===== config.mk =====
export PLATFORM = sky130hd
export DESIGN_NAME = bram1_arbiter_flat
export DESIGN_NICKNAME = d
export VERILOG_FILES = /design/src/rtl/bram1_arbiter_pkg.sv /design/src/rtl/bram1_arbiter_if.sv /design/src/rtl/bram1_arbiter_rr_grant2.sv /design/src/rtl/bram1_arbiter.sv /design/src/flat_wrapper.sv
export SDC_FILE = /design/constraint.sdc
export NUM_CORES = 1
export LEC_CHECK = 0
export CELL_PAD_IN_SITES_DETAIL_PLACEMENT = 1
export CELL_PAD_IN_SITES_GLOBAL_PLACEMENT = 2
export CORE_ASPECT_RATIO = 0.6
export CORE_MARGIN = 2
export CORE_UTILIZATION = 13
export CTS_BUF_LIST = sky130_fd_sc_hd__clkbuf_8 sky130_fd_sc_hd__clkbuf_16
export DETAILED_ROUTE_END_ITERATION = 6
export PLACE_DENSITY_LB_ADDON = 0.1
export SLEW_MARGIN = 30
export SYNTH_ARGS = -nofsm -noshare
export SYNTH_HDL_FRONTEND = slang
export SYNTH_SLANG_ARGS = --single-unit

===== constraint.sdc =====
create_clock -name CLK -period 2.6 [get_ports CLK]
set_clock_uncertainty 0.2 [all_clocks]
set_input_delay 0.52 -clock CLK [delete_from_list [all_inputs] [get_ports CLK]]
set_output_delay 0.52 -clock CLK [all_outputs]
set_load 0.01 [all_outputs]

===== src/rtl/bram1_arbiter_pkg.sv =====
// Shared definitions for the two-port block RAM arbiter and its RAM wrapper.
//   owner_t : which port (if any) currently holds a burst lock
//   addr_w  : address width for a RAM of the given depth
package bram1_arbiter_pkg;

  typedef enum logic [1:0] {
    OWN_NONE = 2'd0,
    OWN_P0   = 2'd1,
    OWN_P1   = 2'd2
  } owner_t;

  function automatic int addr_w(input int ncells);
    return $clog2(ncells);
  endfunction

endpackage


===== src/rtl/bram1_arbiter_if.sv =====
// Bus bundle between two requesters, the arbiter and the shared RAM.
//   Requester side : REQn, WRn, LOCKn, ADDRn, DINn -> GNTn, RVALIDn, DOUT
//   RAM side       : MEM_ADDR, MEM_DIN, MEM_WR -> MEM_DOUT
// slave  : the arbiter's view
// master : the requesters' / RAM model's view
interface bram1_arbiter_if #(
  parameter int Ncells = 1024,
  parameter int Wdata  = 8
);
  localparam int AW = bram1_arbiter_pkg::addr_w(Ncells);

  logic             REQ0, REQ1;
  logic             WR0, WR1;
  logic             LOCK0, LOCK1;
  logic [AW-1:0]    ADDR0, ADDR1;
  logic [Wdata-1:0] DIN0, DIN1;
  logic             GNT0, GNT1;
  logic             RVALID0, RVALID1;
  logic [Wdata-1:0] DOUT;
  logic [AW-1:0]    MEM_ADDR;
  logic [Wdata-1:0] MEM_DIN;
  logic             MEM_WR;
  logic [Wdata-1:0] MEM_DOUT;

  modport slave (
    input  REQ0, REQ1, WR0, WR1, LOCK0, LOCK1, ADDR0, ADDR1, DIN0, DIN1, MEM_DOUT,
    output GNT0, GNT1, RVALID0, RVALID1, DOUT, MEM_ADDR, MEM_DIN, MEM_WR
  );

  modport master (
    output REQ0, REQ1, WR0, WR1, LOCK0, LOCK1, ADDR0, ADDR1, DIN0, DIN1, MEM_DOUT,
    input  GNT0, GNT1, RVALID0, RVALID1, DOUT, MEM_ADDR, MEM_DIN, MEM_WR
  );

endinterface


===== src/rtl/bram1_arbiter_rr_grant2.sv =====
// Combinational 2-way round-robin picker.
//   req  : request vector {REQ1, REQ0}
//   last : port granted most recently
//   gnt  : one-hot grant; on a conflict the port other than last wins
module rr_grant2 (
  input  logic [1:0] req,
  input  logic       last,
  output logic [1:0] gnt
);

  always_comb begin
    gnt = req;
    if (req == 2'b11) gnt = last ? 2'b01 : 2'b10;
  end

endmodule


===== src/rtl/bram1_arbiter.sv =====
// Two-requester arbiter for one single-port, write-first, 1-cycle-latency RAM.
//   CLK, RST : clock, synchronous active-high reset
//   bus      : requester handshakes (REQ/WR/LOCK/ADDR/DIN -> GNT/RVALID/DOUT)
//              and the RAM port (MEM_ADDR/MEM_DIN/MEM_WR <- MEM_DOUT)
// Grants are combinational; RVALIDn follows GNTn by exactly one cycle.
// A locking port may hold the RAM for up to Maxburst consecutive grants
// while the other port waits.
//
// owner    | meaning
// OWN_NONE | no burst in progress, plain round-robin
// OWN_P0   | port 0 holds a burst, cnt grants issued so far
// OWN_P1   | port 1 holds a burst, cnt grants issued so far
module bram1_arbiter
  import bram1_arbiter_pkg::*;
#(
  parameter int Ncells   = 1024,
  parameter int Wdata    = 8,
  parameter int Maxburst = 4
) (
  input logic              CLK,
  input logic              RST,
  bram1_arbiter_if.slave   bus
);

  localparam int            AW   = addr_w(Ncells);
  localparam int            CW   = $clog2(Maxburst + 1);
  localparam logic [CW-1:0] MAXC = CW'(Maxburst);

  logic          last_q, last_d;
  owner_t        owner_q, owner_d, owner_g;
  logic [CW-1:0] cnt_q, cnt_d;
  logic [1:0]    rvalid_q;
  logic [1:0]    req, lock, gnt_rr, gnt;
  logic          gsel;
  logic [AW-1:0]    addr_mux;
  logic [Wdata-1:0] din_mux;

  assign req  = {bus.REQ1, bus.REQ0};
  assign lock = {bus.LOCK1, bus.LOCK0};

  rr_grant2 u_rr (
    .req  (req),
    .last (last_q),
    .gnt  (gnt_rr)
  );

  // Lock hold overrides round-robin until the burst budget is spent.
  always_comb begin
    gnt = 2'b00;
    if (!RST) begin
      if (owner_q == OWN_P0 && req[0] && cnt_q < MAXC)      gnt = 2'b01;
      else if (owner_q == OWN_P1 && req[1] && cnt_q < MAXC) gnt = 2'b10;
      else                                                   gnt = gnt_rr;
    end
  end

  assign gsel     = gnt[1];
  assign owner_g  = gsel ? OWN_P1 : OWN_P0;
  assign addr_mux = gsel ? bus.ADDR1 : bus.ADDR0;
  assign din_mux  = gsel ? bus.DIN1  : bus.DIN0;

  assign bus.GNT0     = gnt[0];
  assign bus.GNT1     = gnt[1];
  assign bus.MEM_ADDR = addr_mux;
  assign bus.MEM_DIN  = din_mux;
  assign bus.MEM_WR   = (gnt != 2'b00) && (gsel ? bus.WR1 : bus.WR0);
  assign bus.RVALID0  = rvalid_q[0];
  assign bus.RVALID1  = rvalid_q[1];
  assign bus.DOUT     = bus.MEM_DOUT;

  // No grant means the owner (if any) dropped its request: release the lock.
  always_comb begin
    last_d  = last_q;
    owner_d = OWN_NONE;
    cnt_d   = '0;
    if (gnt != 2'b00) begin
      last_d = gsel;
      if (lock[gsel]) begin
        owner_d = owner_g;
        // Re-grant after expiry (single requester) restarts the burst count.
        cnt_d   = (owner_q == owner_g && cnt_q < MAXC) ? cnt_q + CW'(1) : CW'(1);
      end
    end
  end

  always_ff @(posedge CLK) begin
    if (RST) begin
      last_q   <= 1'b1;
      owner_q  <= OWN_NONE;
      cnt_q    <= '0;
      rvalid_q <= 2'b00;
    end else begin
      last_q   <= last_d;
      owner_q  <= owner_d;
      cnt_q    <= cnt_d;
      rvalid_q <= gnt;
    end
  end

endmodule


===== src/flat_wrapper.sv =====
// flat-port wrapper written by rule: the top's interface ports become plain ports
module bram1_arbiter_flat import bram1_arbiter_pkg::*;
#(
  parameter int Ncells   = 1024,
  parameter int Wdata    = 8,
  parameter int Maxburst = 4
)
  (CLK, RST, bus_REQ0, bus_REQ1, bus_WR0, bus_WR1, bus_LOCK0, bus_LOCK1, bus_ADDR0, bus_ADDR1, bus_DIN0, bus_DIN1, bus_MEM_DOUT, bus_GNT0, bus_GNT1, bus_RVALID0, bus_RVALID1, bus_DOUT, bus_MEM_ADDR, bus_MEM_DIN, bus_MEM_WR);
  bram1_arbiter_if #(.Ncells(Ncells), .Wdata(Wdata)) bus_i ();
  input logic CLK;
  input logic RST;
  input wire logic [$bits(bus_i.REQ0)-1:0] bus_REQ0;
  input wire logic [$bits(bus_i.REQ1)-1:0] bus_REQ1;
  input wire logic [$bits(bus_i.WR0)-1:0] bus_WR0;
  input wire logic [$bits(bus_i.WR1)-1:0] bus_WR1;
  input wire logic [$bits(bus_i.LOCK0)-1:0] bus_LOCK0;
  input wire logic [$bits(bus_i.LOCK1)-1:0] bus_LOCK1;
  input wire logic [$bits(bus_i.ADDR0)-1:0] bus_ADDR0;
  input wire logic [$bits(bus_i.ADDR1)-1:0] bus_ADDR1;
  input wire logic [$bits(bus_i.DIN0)-1:0] bus_DIN0;
  input wire logic [$bits(bus_i.DIN1)-1:0] bus_DIN1;
  input wire logic [$bits(bus_i.MEM_DOUT)-1:0] bus_MEM_DOUT;
  output wire logic [$bits(bus_i.GNT0)-1:0] bus_GNT0;
  output wire logic [$bits(bus_i.GNT1)-1:0] bus_GNT1;
  output wire logic [$bits(bus_i.RVALID0)-1:0] bus_RVALID0;
  output wire logic [$bits(bus_i.RVALID1)-1:0] bus_RVALID1;
  output wire logic [$bits(bus_i.DOUT)-1:0] bus_DOUT;
  output wire logic [$bits(bus_i.MEM_ADDR)-1:0] bus_MEM_ADDR;
  output wire logic [$bits(bus_i.MEM_DIN)-1:0] bus_MEM_DIN;
  output wire logic [$bits(bus_i.MEM_WR)-1:0] bus_MEM_WR;
  assign bus_i.REQ0 = bus_REQ0;
  assign bus_i.REQ1 = bus_REQ1;
  assign bus_i.WR0 = bus_WR0;
  assign bus_i.WR1 = bus_WR1;
  assign bus_i.LOCK0 = bus_LOCK0;
  assign bus_i.LOCK1 = bus_LOCK1;
  assign bus_i.ADDR0 = bus_ADDR0;
  assign bus_i.ADDR1 = bus_ADDR1;
  assign bus_i.DIN0 = bus_DIN0;
  assign bus_i.DIN1 = bus_DIN1;
  assign bus_i.MEM_DOUT = bus_MEM_DOUT;
  assign bus_GNT0 = bus_i.GNT0;
  assign bus_GNT1 = bus_i.GNT1;
  assign bus_RVALID0 = bus_i.RVALID0;
  assign bus_RVALID1 = bus_i.RVALID1;
  assign bus_DOUT = bus_i.DOUT;
  assign bus_MEM_ADDR = bus_i.MEM_ADDR;
  assign bus_MEM_DIN = bus_i.MEM_DIN;
  assign bus_MEM_WR = bus_i.MEM_WR;
  bram1_arbiter #(.Ncells(Ncells), .Wdata(Wdata), .Maxburst(Maxburst)) u_core (.CLK(CLK), .RST(RST), .bus(bus_i));
endmodule

==> results.toml, run 1 <==
[run_status]
status = "complete, but fails checks"
violations = "setup timing"

[placement]
portBuffers = 66
place_congestion = 0.763
dp_hpwl_um = 2300
placedInstanceArea_um2 = 1480

[sta]
tns_ns = -0.349
final.min_clock_period_ns = 2.63
worst_pin_slew_ns = 0.382
rsz0062_at_grt = "yes"
period_share_pct = 101
finalMaxSlewViolations = 0
hold_viol = 0
slew_headroom_pct = 74.5
setup_viol = 18
fin_ws_ns = -0.0318
max_freq_ghz = 0.380

[routing]
vias_per_cell = 3.70
vias = 781
firstDrtPassIters = 2
ant_nets = 0
wirelength_um = 3000
drt_iter0_drc = 5
post_drt_wl_per_cell_um = 14.2
drc = 0

[global_routing]
grt_util_all_layers_pct = 9.47
grt_pass1_vias = 779
grt_overflow_total = 0
grt_pass1_wl_um = 4280
grt_max_degree = 6
antenna_found_initial = 0

[worst_setup_path]
critPathArrivalTime_ns = 1.91
start_kind = "flop"
slowest_delay_ns = 0.32
critPathBufInv = 2
path_class = "reg2out"
cp_slowest_cell = "dfxtp_2"
crit_path_end_kind = "output pin"
crit_chain = "o21a_1 -> o221a_1 -> or2_4 -> buf_16 -> mux2_4 -> buf_2"
required_ns = 1.88
crit_path_max_fanout = 5
path_delay_family = "compound AO/OA/AOI/OAI gates"

[cells_and_area]
fin_nets = 200
regArea_um2 = 161
num_antenna_cells = 0
multi_input_area_um2 = 459
areaGrowthSynthToFinish_pct = 126
nFillCells = 588
finalInstanceArea_um2 = 1630
drive_gt1_share_pct = 43.4

[cts]
clk_latency_ns = 0.23
cts_root_buf = "clkbuf_8"
htreeDepth = 1
cts_buffers = 3
cts-hold-fix-buffers = 0
clockBufferDepth = 2
clkTransAtPathRegs_ns = 0.04
cts_tree = "built"
clock_sinks = 8

[die]
die_y_um = 61.6
dieArea_um2 = 6160
row_count = 20
die_x_um = 100
start_util_pct = 13.8
core-area_um2 = 5200
num_io_pins = 83

[run]
maxCapViolCount = 0

[logic_synthesis]
netlist_instances = 70
syn_area_um2 = 719
synthTopCellsByArea = "mux2_4 (38%), dfxtp_1 (22%), buf_4 (8.3%)"
synth_cell_types = 22
syn_avg_cell_area_um2 = 10.3
ys_ff_latch = 8
ys_seq_area_share_pct = 22.3
synth.top_cell.area_share_pct = 37.6
syn_nets = 123
yosysTopAreaCell = "mux2_4"
ys_warn_count = 0

[pwr]
powerDensity_nw_per_um2 = 324
irDropWorstVdd_v = 0.0000958
p_leak_nw = 0.777

[worst_hold_path]
hold_path_class = "reg2reg"
==> path summary, 6_finish.rpt <==
check	slack (ns)	startpoint	cells after the start	endpoint
worst max-delay path	-0.03	u_core.cnt_q[2]$_SDFF_PP0_	6	bus_MEM_ADDR[0]
worst min-delay path	0.31	u_core.cnt_q[0]$_SDFF_PP0_	1	u_core.cnt_q[0]$_SDFF_PP0_
worst max register to register	0.77	u_core.cnt_q[2]$_SDFF_PP0_	5	u_core.cnt_q[0]$_SDFF_PP0_
worst min register to register	0.31	u_core.cnt_q[0]$_SDFF_PP0_	1	u_core.cnt_q[0]$_SDFF_PP0_
==> Yosys cell counts (all sizes together) <==
master  number
ha           1
inv          8
a21oi        3
a32oi        1
nor3b        1
nor2b        4
o21bai       1
o221a        2
buf         10
a22o         1
nand2b       4
nand2        2
or3          1
o22ai        1
dfxtp        8
o21a         1
or2          1
nand3        2
mux2        18
==> where the power goes <==
group	total [W]	leakage [nW]	internal [W]	switching [W]
sequential	0.000132	0.0662	0.000129	0.00000264
combinational	0.000249	0.689	0.000172	0.0000766
clock	0.000147	0.0216	0.000100	0.0000470
total	0.000528	0.777	0.000401	0.000126
==> cells in the final DEF (no fill, tap or decap), types with 2 or more instances in the layout <==
cell type        count
buf_2                2
buf_6               17
nand2b_1             3
buf_16               3
nand3_1              2
clkbuf_8             3
nor2b_1              3
nand2_1              2
clkdlybuf4s50_1     42
buf_4               12
a21oi_1              3
dfxtp_1              7
inv_1                7
dlygate4sd2_1        4
mux2_4              18
==> state kept, by name, indices dropped and copies added (netlist names) <==
name and flops:
u_core.cnt_q 3, u_core.last_q 1, u_core.owner_q 2, u_core.rvalid_q 2
==> cell families after synthesis <==
| group | count (synthesis) | share of synthesized area (%) |
|---|---|---|
| flops | 8 | 22.3 |
| buf+inv | 18 | 15.7 |
| compound gates | 10 | 10.6 |
| mux | 18 | 37.6 |
| fa+ha+maj | 1 | 1.74 |
| simple gates | 15 | 12.2 |
==> per-stage QoR <==
step                      utilization, %  hold WS, ns  worst slack, ns  instances  power, W
final                               31.3        0.307          -0.0318        211  0.000528
after global routing                31.3        0.320          -0.0957        211  0.000561
after CTS                           31.4        0.311          -0.0370        211  0.000540
after detailed placement            28.3        0.306           -0.495        203  0.000360
after global placement              28.3        0.258           -0.499        203  0.000358
after floorplan                        -        0.247            0.412         70  0.000230
==> worst register-to-register path, cell delays in order, from the launching register on <==
cell     delay (ns)
dfxtp_2        0.32
o21a_1         0.20
o221a_1        0.26
buf_4          0.14
or3_1          0.42
a32oi_1        0.20
==> metal layers <==
layer	part of all wire [%]	track usage, %	vias to the layer above
li1	-	-	386
met1	47	13.0	351
met2	46	14.6	36
met3	6.0	2.04	8
met4	1.2	4.11	0
met5	0	0	-
==> repair_timing <==
item | CTS | global route
gates resized for setup | 106 | 1
cloned | 3 | 0
setup endpoints to repair | 21 | 20
setup buffers | 2 | 0
pin swaps | 2 | 0
==> cell type report <==
type | count | share of cell area, %
clock buffer | 3 | 2.53
inverter | 8 | 1.84
multi-input combinational | 44 | 28.2
sequential | 8 | 9.91
tap | 66 | 5.07
timing repair buffer | 82 | 52.5
Power figures use the tool's default switching activity.
==> inputs of run 2 (changes only) <==
--- a/config.mk
+++ b/config.mk
@@ -13,6 +13,7 @@
 export CTS_BUF_LIST = sky130_fd_sc_hd__clkbuf_8 sky130_fd_sc_hd__clkbuf_16
 export DETAILED_ROUTE_END_ITERATION = 6
 export PLACE_DENSITY_LB_ADDON = 0.1
+export SKIP_CTS_REPAIR_TIMING = 1
 export SLEW_MARGIN = 30
 export SYNTH_ARGS = -nofsm -noshare
 export SYNTH_HDL_FRONTEND = slang
==> run 2 against run 1 <==
The run still ends with setup timing left. Largest power group unchanged. Via count is 0.13% lower. Clock power about the same. Critical path depth unchanged. Fmax rose by 0.79%.
==> results.toml, run 2 (synthesis results as in run 1) <==
[global_routing]
grt_overflow_total = 0
antenna_found_initial = 0
grt_pass1_wl_um = 3930
grt_pass1_vias = 746
grt_util_all_layers_pct = 8.51
grt_max_degree = 21

[cells_and_area]
nFillCells = 586
top_register = "u_core.cnt_q"
reg_top3 = "u_core.cnt_q x3, u_core.owner_q x2, u_core.rvalid_q x2"
finalNonFillerCells = 210
fin_nets = 199
num_antenna_cells = 0
drive_gt1_share_pct = 38.9
final_cell_mix = "clkdlybuf4s50_1 (42), mux2_4 (18), buf_6 (13), buf_4 (11), dlymetal6s2s_1 (9)"
largest_reg_flops = 3
areaGrowthSynthToFinish_pct = 125
final_common_cell = "clkdlybuf4s50_1"

[sta]
setup_viol = 3
rsz0062_at_grt = "yes"
slew_headroom_pct = 76.1
final.min_clock_period_ns = 2.61
finalMaxSlewViolations = 0
max_freq_ghz = 0.383
hold_viol = 0
fin_ws_ns = -0.0113
period_share_pct = 100
worst_pin_slew_ns = 0.358

[cts]
cts_buffers = 3
cts_tree = "built"
clkTransAtPathRegs_ns = 0.04
clockBufferDepth = 2
htreeDepth = 1
clk_latency_ns = 0.23
clock_sinks = 8
cts_root_buf = "clkbuf_8"

[worst_hold_path]
hold_path_class = "reg2reg"
min_path_cells = 1

[die]
dieArea_um2 = 6160
die_x_um = 100
row_count = 20
core-area_um2 = 5200
num_io_pins = 83
start_util_pct = 13.8
die_y_um = 61.6

[worst_setup_path]
crit_path_max_fanout = 5
path_class = "reg2out"
critPathArrivalTime_ns = 1.89
required_ns = 1.88
start_kind = "flop"
crit_path_end_kind = "output pin"
ff2ff_path_depth = 5

[pwr]
internal_power_w = 0.000394
p_leak_nw = 0.845
p_clk_share_pct = 28.4
p_comb_share_pct = 46.1
powerDensity_nw_per_um2 = 319
p_sw_w = 0.000122
irDropWorstVdd_v = 0.0000956
netSwitchingFraction_pct = 23.7
seq_power_share_pct = 25.5

[run]
maxCapViolCount = 0

[placement]
portBuffers = 66
pre_cts_slack_ns = -0.495
dp_hpwl_um = 2300
place_congestion = 0.763
dp.cells = 203

[routing]
drt_iter0_drc = 5
vias = 780
post_drt_wl_per_cell_um = 14.1
drc = 0
ant_nets = 0
wirelength_um = 2960
firstDrtPassIters = 2
vias_per_cell = 3.71

[run_status]
status = "complete, but fails checks"
violations = "setup timing"
==> run 2: cell count changes in the layout (fill, tap and decap cells not counted) <==
cell            before  now
nor2b_2              1    0
clkbuf_2             1    3
buf_4               12   11
dlymetal6s2s_1       0    9
nor2b_1              3    4
buf_2                2    0
dlygate4sd2_1        4    0
buf_16               3    0
buf_6               17   13
clkbuf_16            0    2
==> run 2: cell type report <==
cell class                      count  area, µm²  share of cell area, %
Sequential cell                     8        161                   9.97
Tap cell                           66       82.6                   5.10
Timing Repair Buffer               81        847                   52.3
Inverter                            8       30.0                   1.85
Multi-Input combinational cell     44        457                   28.2
Clock buffer                        3       41.3                   2.55
==> run 2: final timing paths <==
kind	start	to	slack (ns)
worst max-delay path	u_core.cnt_q[2]$_SDFF_PP0_	bus_MEM_ADDR[3]	-0.01
worst min-delay path	u_core.cnt_q[0]$_SDFF_PP0_	u_core.cnt_q[0]$_SDFF_PP0_	0.31
worst max register to register	u_core.cnt_q[2]$_SDFF_PP0_	u_core.cnt_q[0]$_SDFF_PP0_	0.78
worst min register to register	u_core.cnt_q[0]$_SDFF_PP0_	u_core.cnt_q[0]$_SDFF_PP0_	0.31
==> run 2: worst max-delay path, cell delays in order, from the launching register on <==
cell and delay [ns]:
dfxtp_2 0.32, o21a_1 0.19, o221a_1 0.26, or2_4 0.28, buf_6 0.16, mux2_4 0.29, dlymetal6s2s_1 0.17
==> run 2: stage by stage <==
step | TNS [ns] | hold slack (ns) | utilization (%) | area, µm² | power, W
6_report | -0.0285 | 0.307 | 31.1 | 1620 | 0.000516
3_5_place_dp | -9.78 | 0.306 | 28.3 | 1480 | 0.000360
5_1_grt | -0.840 | 0.320 | 31.1 | 1620 | 0.000549
2_1_floorplan | 0 | 0.247 | - | 719 | 0.000230
3_3_place_gp | -9.80 | 0.258 | 28.3 | 1480 | 0.000358
4_1_cts | -9.97 | 0.311 | 29.1 | 1520 | 0.000514
==> run 2: per-layer routing <==
| layer | global-route usage [%] | share of wire (%) | routed length (µm) |
|---|---|---|---|
| met4 | 4.11 | 1.2 | 37 |
| met2 | 13.5 | 46 | 1370 |
| met1 | 11.1 | 47 | 1380 |
| met3 | 2.04 | 5.9 | 175 |
| met5 | 0 | 0 | 0 |
==> run 2: power by group through the flow <==
stage | clock network (W) | logic (W) | registers, W
after detailed placement | 0 | 0.000226 | 0.000134
final | 0.000147 | 0.000238 | 0.000132
after floorplan | 0 | 0.0000949 | 0.000135
after CTS | 0.000155 | 0.000227 | 0.000132
after global routing | 0.000163 | 0.000255 | 0.000132
after global placement | 0 | 0.000224 | 0.000134
==> inputs of run 3 (changes only) <==
--- a/config.mk
+++ b/config.mk
@@ -11,6 +11,7 @@
 export CORE_MARGIN = 2
 export CORE_UTILIZATION = 13
 export CTS_BUF_LIST = sky130_fd_sc_hd__clkbuf_8 sky130_fd_sc_hd__clkbuf_16
+export CTS_CLUSTER_DIAMETER = 50
 export DETAILED_ROUTE_END_ITERATION = 6
 export PLACE_DENSITY_LB_ADDON = 0.1
 export SKIP_CTS_REPAIR_TIMING = 1
==> results of run 3 <==
Same layout as run 2: the final DEF is identical, and so are final timing and power.
